--- config.mk ---
export PLATFORM = sky130hd
export DESIGN_NAME = syscall_unit
export DESIGN_NICKNAME = d
export VERILOG_FILES = /design/src/rtl/syscall_unit.sv
export SDC_FILE = /design/constraint.sdc
export NUM_CORES = 1
export LEC_CHECK = 0
export ABC_AREA = 0
export ABC_CLOCK_PERIOD_IN_PS = 2900
export CAP_MARGIN = 20
export CORE_ASPECT_RATIO = 0.7
export CORE_MARGIN = 2
export CORE_UTILIZATION = 53
export DETAILED_ROUTE_END_ITERATION = 12
export HOLD_SLACK_MARGIN = 0.1
export MAX_ROUTING_LAYER = met4
export PLACE_DENSITY = 0.78
export SYNTH_ARGS = -nofsm -noshare
export SYNTH_HDL_FRONTEND = slang
export SYNTH_SLANG_ARGS = --single-unit
--- constraint.sdc ---
create_clock -name clk -period 2.9 [get_ports clk]
set_clock_uncertainty 0.15 [all_clocks]
set_input_delay 0.435 -clock clk [delete_from_list [all_inputs] [get_ports clk]]
set_output_delay 0.435 -clock clk [all_outputs]
set_load 0.02 [all_outputs]
--- src/rtl/syscall_unit.sv ---
// Execute-stage syscall servicer: freezes the pipeline while it formats
// $a0 as char / hex / signed decimal and streams the bytes out over valid/ready.
module syscall_unit #(
  parameter logic [31:0] CODE_PRINT_INT  = 32'd1,
  parameter logic [31:0] CODE_EXIT       = 32'd10,
  parameter logic [31:0] CODE_PRINT_CHAR = 32'd11,
  parameter logic [31:0] CODE_PRINT_HEX  = 32'd34
) (
  input  logic        clk,
  input  logic        rst_n,
  input  logic        sysE,
  input  logic [31:0] regvE,
  input  logic [31:0] regaE,
  output logic        StallSys,
  output logic        tx_valid,
  output logic [7:0]  tx_data,
  input  logic        tx_ready,
  output logic        halted
);
  localparam logic [2:0] IDLE = 3'd0;
  localparam logic [2:0] CONV = 3'd1;
  localparam logic [2:0] EMIT = 3'd2;
  localparam logic [2:0] DONE = 3'd3;
  localparam logic [2:0] HALT = 3'd4;

  logic [2:0]        state;
  // charBuf[rdIdx] is sent first; rdIdx counts down to 0 (last byte).
  logic [10:0][7:0]  charBuf;
  logic [3:0]        wrIdx, rdIdx;
  logic [4:0]        bitCnt;
  logic [31:0]       quo;
  logic [3:0]        rem;
  logic              neg;

  logic [4:0]        remSh, remDiff;
  logic              geq;
  logic [3:0]        remNxt;
  logic [31:0]       quoNxt;

  function automatic logic [7:0] hexChar(input logic [3:0] n);
    return (n < 4'd10) ? 8'h30 + {4'h0, n} : 8'h57 + {4'h0, n};
  endfunction

  // One restoring-division step by 10: quo shifts into the remainder, quotient bits shift in.
  always_comb begin
    remSh   = {rem, quo[31]};
    remDiff = remSh - 5'd10;
    geq     = (remSh >= 5'd10);
    remNxt  = geq ? remDiff[3:0] : remSh[3:0];
    quoNxt  = {quo[30:0], geq};
  end

  assign StallSys = (sysE && state != DONE) || state == HALT;
  assign tx_valid = (state == EMIT);
  assign tx_data  = tx_valid ? charBuf[rdIdx] : 8'h00;
  assign halted   = (state == HALT);

  always_ff @(posedge clk or negedge rst_n) begin
    if (!rst_n) begin
      state   <= IDLE;
      charBuf <= '0;
      wrIdx   <= '0;
      rdIdx   <= '0;
      bitCnt  <= '0;
      quo     <= '0;
      rem     <= '0;
      neg     <= 1'b0;
    end else begin
      case (state)
        IDLE: if (sysE) begin
          neg    <= regaE[31];
          quo    <= regaE[31] ? (~regaE + 32'd1) : regaE;
          rem    <= '0;
          bitCnt <= '0;
          wrIdx  <= '0;
          if (regvE == CODE_PRINT_CHAR) begin
            charBuf[0] <= regaE[7:0];
            rdIdx      <= 4'd0;
            state      <= EMIT;
          end else if (regvE == CODE_PRINT_HEX) begin
            for (int i = 0; i < 8; i++) charBuf[i] <= hexChar(regaE[4*i +: 4]);
            rdIdx <= 4'd7;
            state <= EMIT;
          end else if (regvE == CODE_PRINT_INT) begin
            state <= CONV;
          end else if (regvE == CODE_EXIT) begin
            state <= HALT;
          end else begin
            state <= DONE;
          end
        end
        CONV: begin
          rem    <= remNxt;
          quo    <= quoNxt;
          bitCnt <= bitCnt + 5'd1;
          // 32 steps per digit; digits land least significant first.
          if (bitCnt == 5'd31) begin
            charBuf[wrIdx] <= {4'h3, remNxt};
            wrIdx          <= wrIdx + 4'd1;
            rem            <= '0;
            if (quoNxt == 32'd0) begin
              if (neg) charBuf[wrIdx + 4'd1] <= 8'h2D;
              rdIdx <= wrIdx + {3'b000, neg};
              state <= EMIT;
            end
          end
        end
        EMIT: if (tx_ready) begin
          if (rdIdx == 4'd0) state <= DONE;
          else               rdIdx <= rdIdx - 4'd1;
        end
        DONE:    state <= IDLE;
        HALT:    state <= HALT;
        default: state <= IDLE;
      endcase
    end
  end
endmodule

==> out/metrics.csv, run 1 <==
metric;value;unit
busiest_layer;met2;
gp_congestion;0.925;
numCtsBuffers;17;
grt_pass1_wl;44600;um
drc;0;
clockBufferDepth;2;
die_w;161;um
syn-cell-area;9100;sq um
rsz0062_at_grt;yes;
layout_setup_ws;47.0;ps
leakagePower;0.00472;uW
cts_root_buf;clkbuf_16;
worst_ep_required_time;2320;ps
cpMostUsedCell;nor2_1;
pin_count;79;
crit_slowest_cell;mux4_2;
power.total;9010;uW
end_kind;primary output;
hold_viol_final;0;
dieArea;18300;sq um
netlist.area_leader.share;38.8;%
start_util;53.6;%
multiInputGateArea;5110;sq um
grtUsageMet3;6.87;%
ys_top_cells_by_area;dfrtp_1 (39%), mux4_2 (4.0%), a21oi_1 (3.8%);
ir_drop;0.444;mV
cp.arrival;2270;ps
first_pass_iters;5;
place_ws;-148;ps
rows;40;
drt_iter0_drc;984;
hold_class;flop to flop;
cap_viol_max_count;0;
syn_area_per_cell;9.05;sq um
grt_pass1_vias;8263;
grt_overflow_total;0;
cts_max_level;4;
fin_crit;2850;ps
setup_viol;0;
critPathMaxStageDelay;560;ps
layout.nets;1198;
power.density;812;nW/um^2
io_buffers;78;
core;17000;sq um
relSlewSlack;44.4;%
clk-insertion-delay-late;450;ps
crit_chain;buf_12 > mux4_2 > mux2i_2 > nor2_1 > a21oi_1 > nor2_1 > buf_2;
slew_viol_final;0;
fill_cells;1361;
wl_per_cell;20.6;um
critPathKind;flop to primary output;
status;finished clean;
vias;8689;
crit_path_start_kind;flop;
dp.final_hpwl;19500;um
yosys_warnings;0;
cts_tree;built;
yosysTopAreaCell;dfrtp_1;
grt_max_degree;59;
clk_pin_slew;60;ps
synthTopCellsByCount;dfrtp_1 (141), nand2_1 (91), nor2_1 (73), a21oi_1 (70), o21ai_0 (68);
routed_wl;27800;um
grtUsageTotal;32.4;%
area_growth_syn_to_layout;22.0;%
synth-seq-area-share;38.8;%
grtUsageMet2;47.0;%
via_per_inst;6.45;
fmax;351;MHz
layout-drive-gt1-share;15.2;%
syn_nets;1101;
yosysMostFrequentCell;dfrtp_1;
antenna_found_initial;0;
synth-main-ff-cell;dfrtp_1;
regArea;3530;sq um
crit_path_max_fanout;6;
ys_ff_latch;141;
netlist_instances;1006;
worst_pin_slew;834;ps
ys_types;72;
clock_sinks;141;
synth-async-reset-ratio;100;%
die_height;114;um
synth_edf_count;0;
fin_crit_sh;98.4;%
ant_nets;0;
n_antenna_cell;0;
grtUsageMet1;45.6;%
per-layer routing:
layer	vias to the layer above	wire length, um
met5	-	0
met4	0	578
met3	54	2830
met2	497	12000
met1	4234	12300
li1	3904	-
final timing paths:
kind | startpoint | end | slack, ps | cells after the start
setup / recovery | rdIdx[0] | tx_data[0] | 50 | 7
setup reg to reg | quo[4] | charBuf[70] | 200 | 7
min in group asynchronous | rst_n | state[1] | 390 | 2
hold / removal | charBuf[61] | charBuf[61] | 320 | 1
max in group asynchronous | rst_n | quo[17] | 1480 | 3
hold reg to reg | charBuf[61] | charBuf[61] | 320 | 1
cell families (layout without fill, tap and decap cells):
logic type                 after synthesis  after routing  share of synthesized area (%)
AOI/OAI and AO/OA                      308            308                           22.6
DFF                                    141            141                           38.8
muxes                                   47             47                           7.41
xor gates and xnor gates                36             36                           3.46
buffers and inverters                  113            223                           5.36
and+or+nand+nor                        334            334                           18.7
adders and majority gates               27             27                           3.71
timing repair:
item                                   CTS  global route
endpoints found under the hold margin   55             0
pin swaps                                0             2
hold buffers                             1             0
setup endpoints to repair                8             8
resized for setup                       38             5
setup buffers                            2             0
cloned                                   2             0
worst max-delay path: cells and delay by family (launching register included):
family	cells	cell delay, ps
buf+inv	2	330
simple gates	2	110
mux	2	800
compound gates	1	140
flops	1	450
placed cells by master, fill, tap and decap left out, drive strengths merged, types with 8 or more instances in the layout:
master and count:
o21ai 71, and3 9, inv 45, o22ai 17, nand2 94, dfrtp 141
xnor2 31, buf 78, ha 27, clkbuf 20, o211ai 9, nor2 73
a31oi 11, nor3 28, and2 8, nand3 46, mux2i 28, o2bb2ai 13
a32oi 11, a22oi 34, nor4 22, o22a 12, mux4 16, a21oi 70
clkdlybuf4s50 68, nand2b 8
through the flow:
step / area, sq um / instances / TNS [ps] / utilization [%] / hold slack [ps]
after floorplan: 9100 / 1006 / 0 / - / -10.6
after global placement: 10400 / 1312 / -75.5 / 61.5 / 294
after detailed placement: 10400 / 1312 / -1050 / 61.5 / 296
after CTS: 11100 / 1349 / 0 / 65.7 / 325
after global routing: 11100 / 1347 / -22.5 / 65.4 / 348
final: 11100 / 1347 / 0 / 65.4 / 322
area by class of cell:
cell class / count / area share [%]
tap: 231 / 2.60
timing repair buffer: 148 / 12.4
inverter: 43 / 1.45
clock inverter: 12 / 1.43
sequential: 141 / 31.8
clock buffer: 20 / 4.20
multi-input combinational: 752 / 46.1
flip-flops by register name, summed over array words and instances, names as in the netlist:
register and count:
bitCnt 5, charBuf 88, neg 1, quo 32, rdIdx 4, rem 4
state 3, wrIdx 4
power by group:
group / switching, uW / internal [uW]
Combinational: 1830 / 1640
Sequential: 587 / 2590
Clock: 936 / 1430
Total: 3350 / 5660
Power figures use the tool's default switching activity.
==> run 2, diff against run 1 <==
Settings changed: CORE_MARGIN 2 to 10.
==> run 2 against run 1 <==
  * Global-route usage down 7.7 points
  * Total power down 3.4%
  * Combinational power is 1% lower
  * Setup slack better by 18 ps
  * Non-clock buffer count increased by 5
  * Highest routed layer unchanged
==> out/metrics.csv, run 2 (synthesis gave the netlist of run 1 again) <==
metric;value;unit
status;finished clean;
cap_viol_max_count;0;
dp.final_hpwl;19800;um
internal_power;5450;uW
fill_cells;1338;
switchingPower;3250;uW
sequentialPowerShare;36.3;%
post-place-cells;1310;
wl_per_cell;20.5;um
fin_util;66.8;%
hold_viol_final;0;
ant_nets;0;
vias;8669;
largest_reg_flops;88;
clock_sinks;141;
drt_iter0_drc;1023;
layout.nets;1203;
power_switching_share;37.3;%
grt_pass1_vias;8187;
layout_common_cells;dfrtp_1 (139), nand2_1 (90), nor2_1 (72), a21oi_1 (69), clkdlybuf4s50_1 (69);
leakagePower;0.00470;uW
clockBufferDepth;2;
rows;39;
antenna_found_initial;0;
io_buffers;78;
setup_viol;0;
cts_tree;built;
cp.arrival;2250;ps
n_antenna_cell;0;
rsz0062_at_grt;yes;
pin_count;79;
worst_pin_slew;789;ps
grt_max_degree;87;
fin_crit_sh;97.8;%
crit_path_start_kind;flop;
relSlewSlack;47.4;%
cts_root_buf;clkbuf_16;
fin_crit;2840;ps
holdWs;320;ps
grt_overflow_total;0;
hold_class;flop to flop;
layout-drive-gt1-share;15.7;%
numCtsBuffers;17;
ir_drop;0.384;mV
fmax;353;MHz
reg_top3;charBuf (88), quo (32), bitCnt (5);
grtUsageTotal;24.7;%
critPathKind;flop to primary output;
largest_register;charBuf;
crit_path_max_fanout;10;
start_util;54.9;%
cts_max_level;4;
first_pass_iters;5;
area_growth_syn_to_layout;21.7;%
worst_ep_required_time;2320;ps
r2r_slack;220;ps
drc;0;
die_height;130;um
stdcell_count;1345;
die_w;177;um
comb_power_share;39.5;%
dieArea;22900;sq um
slew_viol_final;0;
pwr-share-clk;24.3;%
final_common_cell;dfrtp_1;
grt_pass1_wl;44000;um
core;16600;sq um
via_per_inst;6.45;
end_kind;primary output;
clk-insertion-delay-late;430;ps
clk_pin_slew;60;ps
routed_wl;27600;um
gp_congestion;0.924;
power.density;785;nW/um^2
tns;0;ps
## run 2: cell count changes in the layout (fill, tap and decap cells not counted), sizes merged
cell | before | now
clkdlybuf4s50 | 68 | 69
clkbuf | 20 | 23
bufinv | 3 | 1
inv | 45 | 42
buf | 78 | 81
clkinvlp | 2 | 5
dlymetal6s2s | 1 | 0
## run 2: what timing repair did
action | CTS | global route
gates resized for setup | 32 | 8
hold buffers | 1 | 0
hold endpoints to repair | 61 | 0
endpoints found under the setup margin | 9 | 8
pin swaps | 0 | 1
setup buffers | 0 | 3
## run 2: cell type report
type	count	area (sq um)	area share (%)
Clock buffer	21	470	4.25
Clock inverter	10	91.3	0.824
Inverter	43	161	1.46
Multi-Input combinational cell	752	5130	46.3
Sequential cell	141	3530	31.9
Tap cell	225	282	2.54
Timing Repair Buffer	153	1420	12.8
## run 2: worst max-delay path: stages, from the launching register on
cell and delay, ps:
dfrtp_2 430, buf_12 170, mux4_2 570, mux2i_2 220
nor2_1 70, a21oi_1 140, nor2_1 50, buf_2 160
## run 2: power groups by stage
stage	Clock (uW)	Sequential (uW)	Combinational (uW)
4_1_cts	2110	3140	3390
6_report	2110	3160	3430
2_1_floorplan	0	2900	2330
3_3_place_gp	0	3130	3290
3_5_place_dp	0	3150	3370
5_1_grt	2200	3230	3700
## run 2: routing by layer
layer  vias up  share of wire (%)  global-route usage (%)
met5         -                  0                       -
met4         0                1.8                    7.20
met3        47                 11                    6.94
met2       471                 42                    34.2
met1      4234                 46                    34.3
li1       3917                  -                       -
## run 2: final timing paths
| path | startpoint | to | cells after the start |
|---|---|---|---|
| setup / recovery | rdIdx[0] | tx_data[2] | 7 |
| hold / removal | charBuf[37] | charBuf[37] | 1 |
| setup reg to reg | rem[1] | charBuf[87] | 9 |
| hold reg to reg | charBuf[37] | charBuf[37] | 1 |
| max in group asynchronous | rst_n | charBuf[76] | 3 |
| min in group asynchronous | rst_n | quo[2] | 2 |
## run 2: stage by stage
stage          setup WS (ps)  cell area, sq um  power (uW)
2_1_floorplan            158              9100        5230
3_3_place_gp           -74.8             10500        6420
3_5_place_dp            -106             10500        6520
4_1_cts                -21.2             11100        8650
5_1_grt                -25.7             11100        9120
6_report                64.7             11100        8700
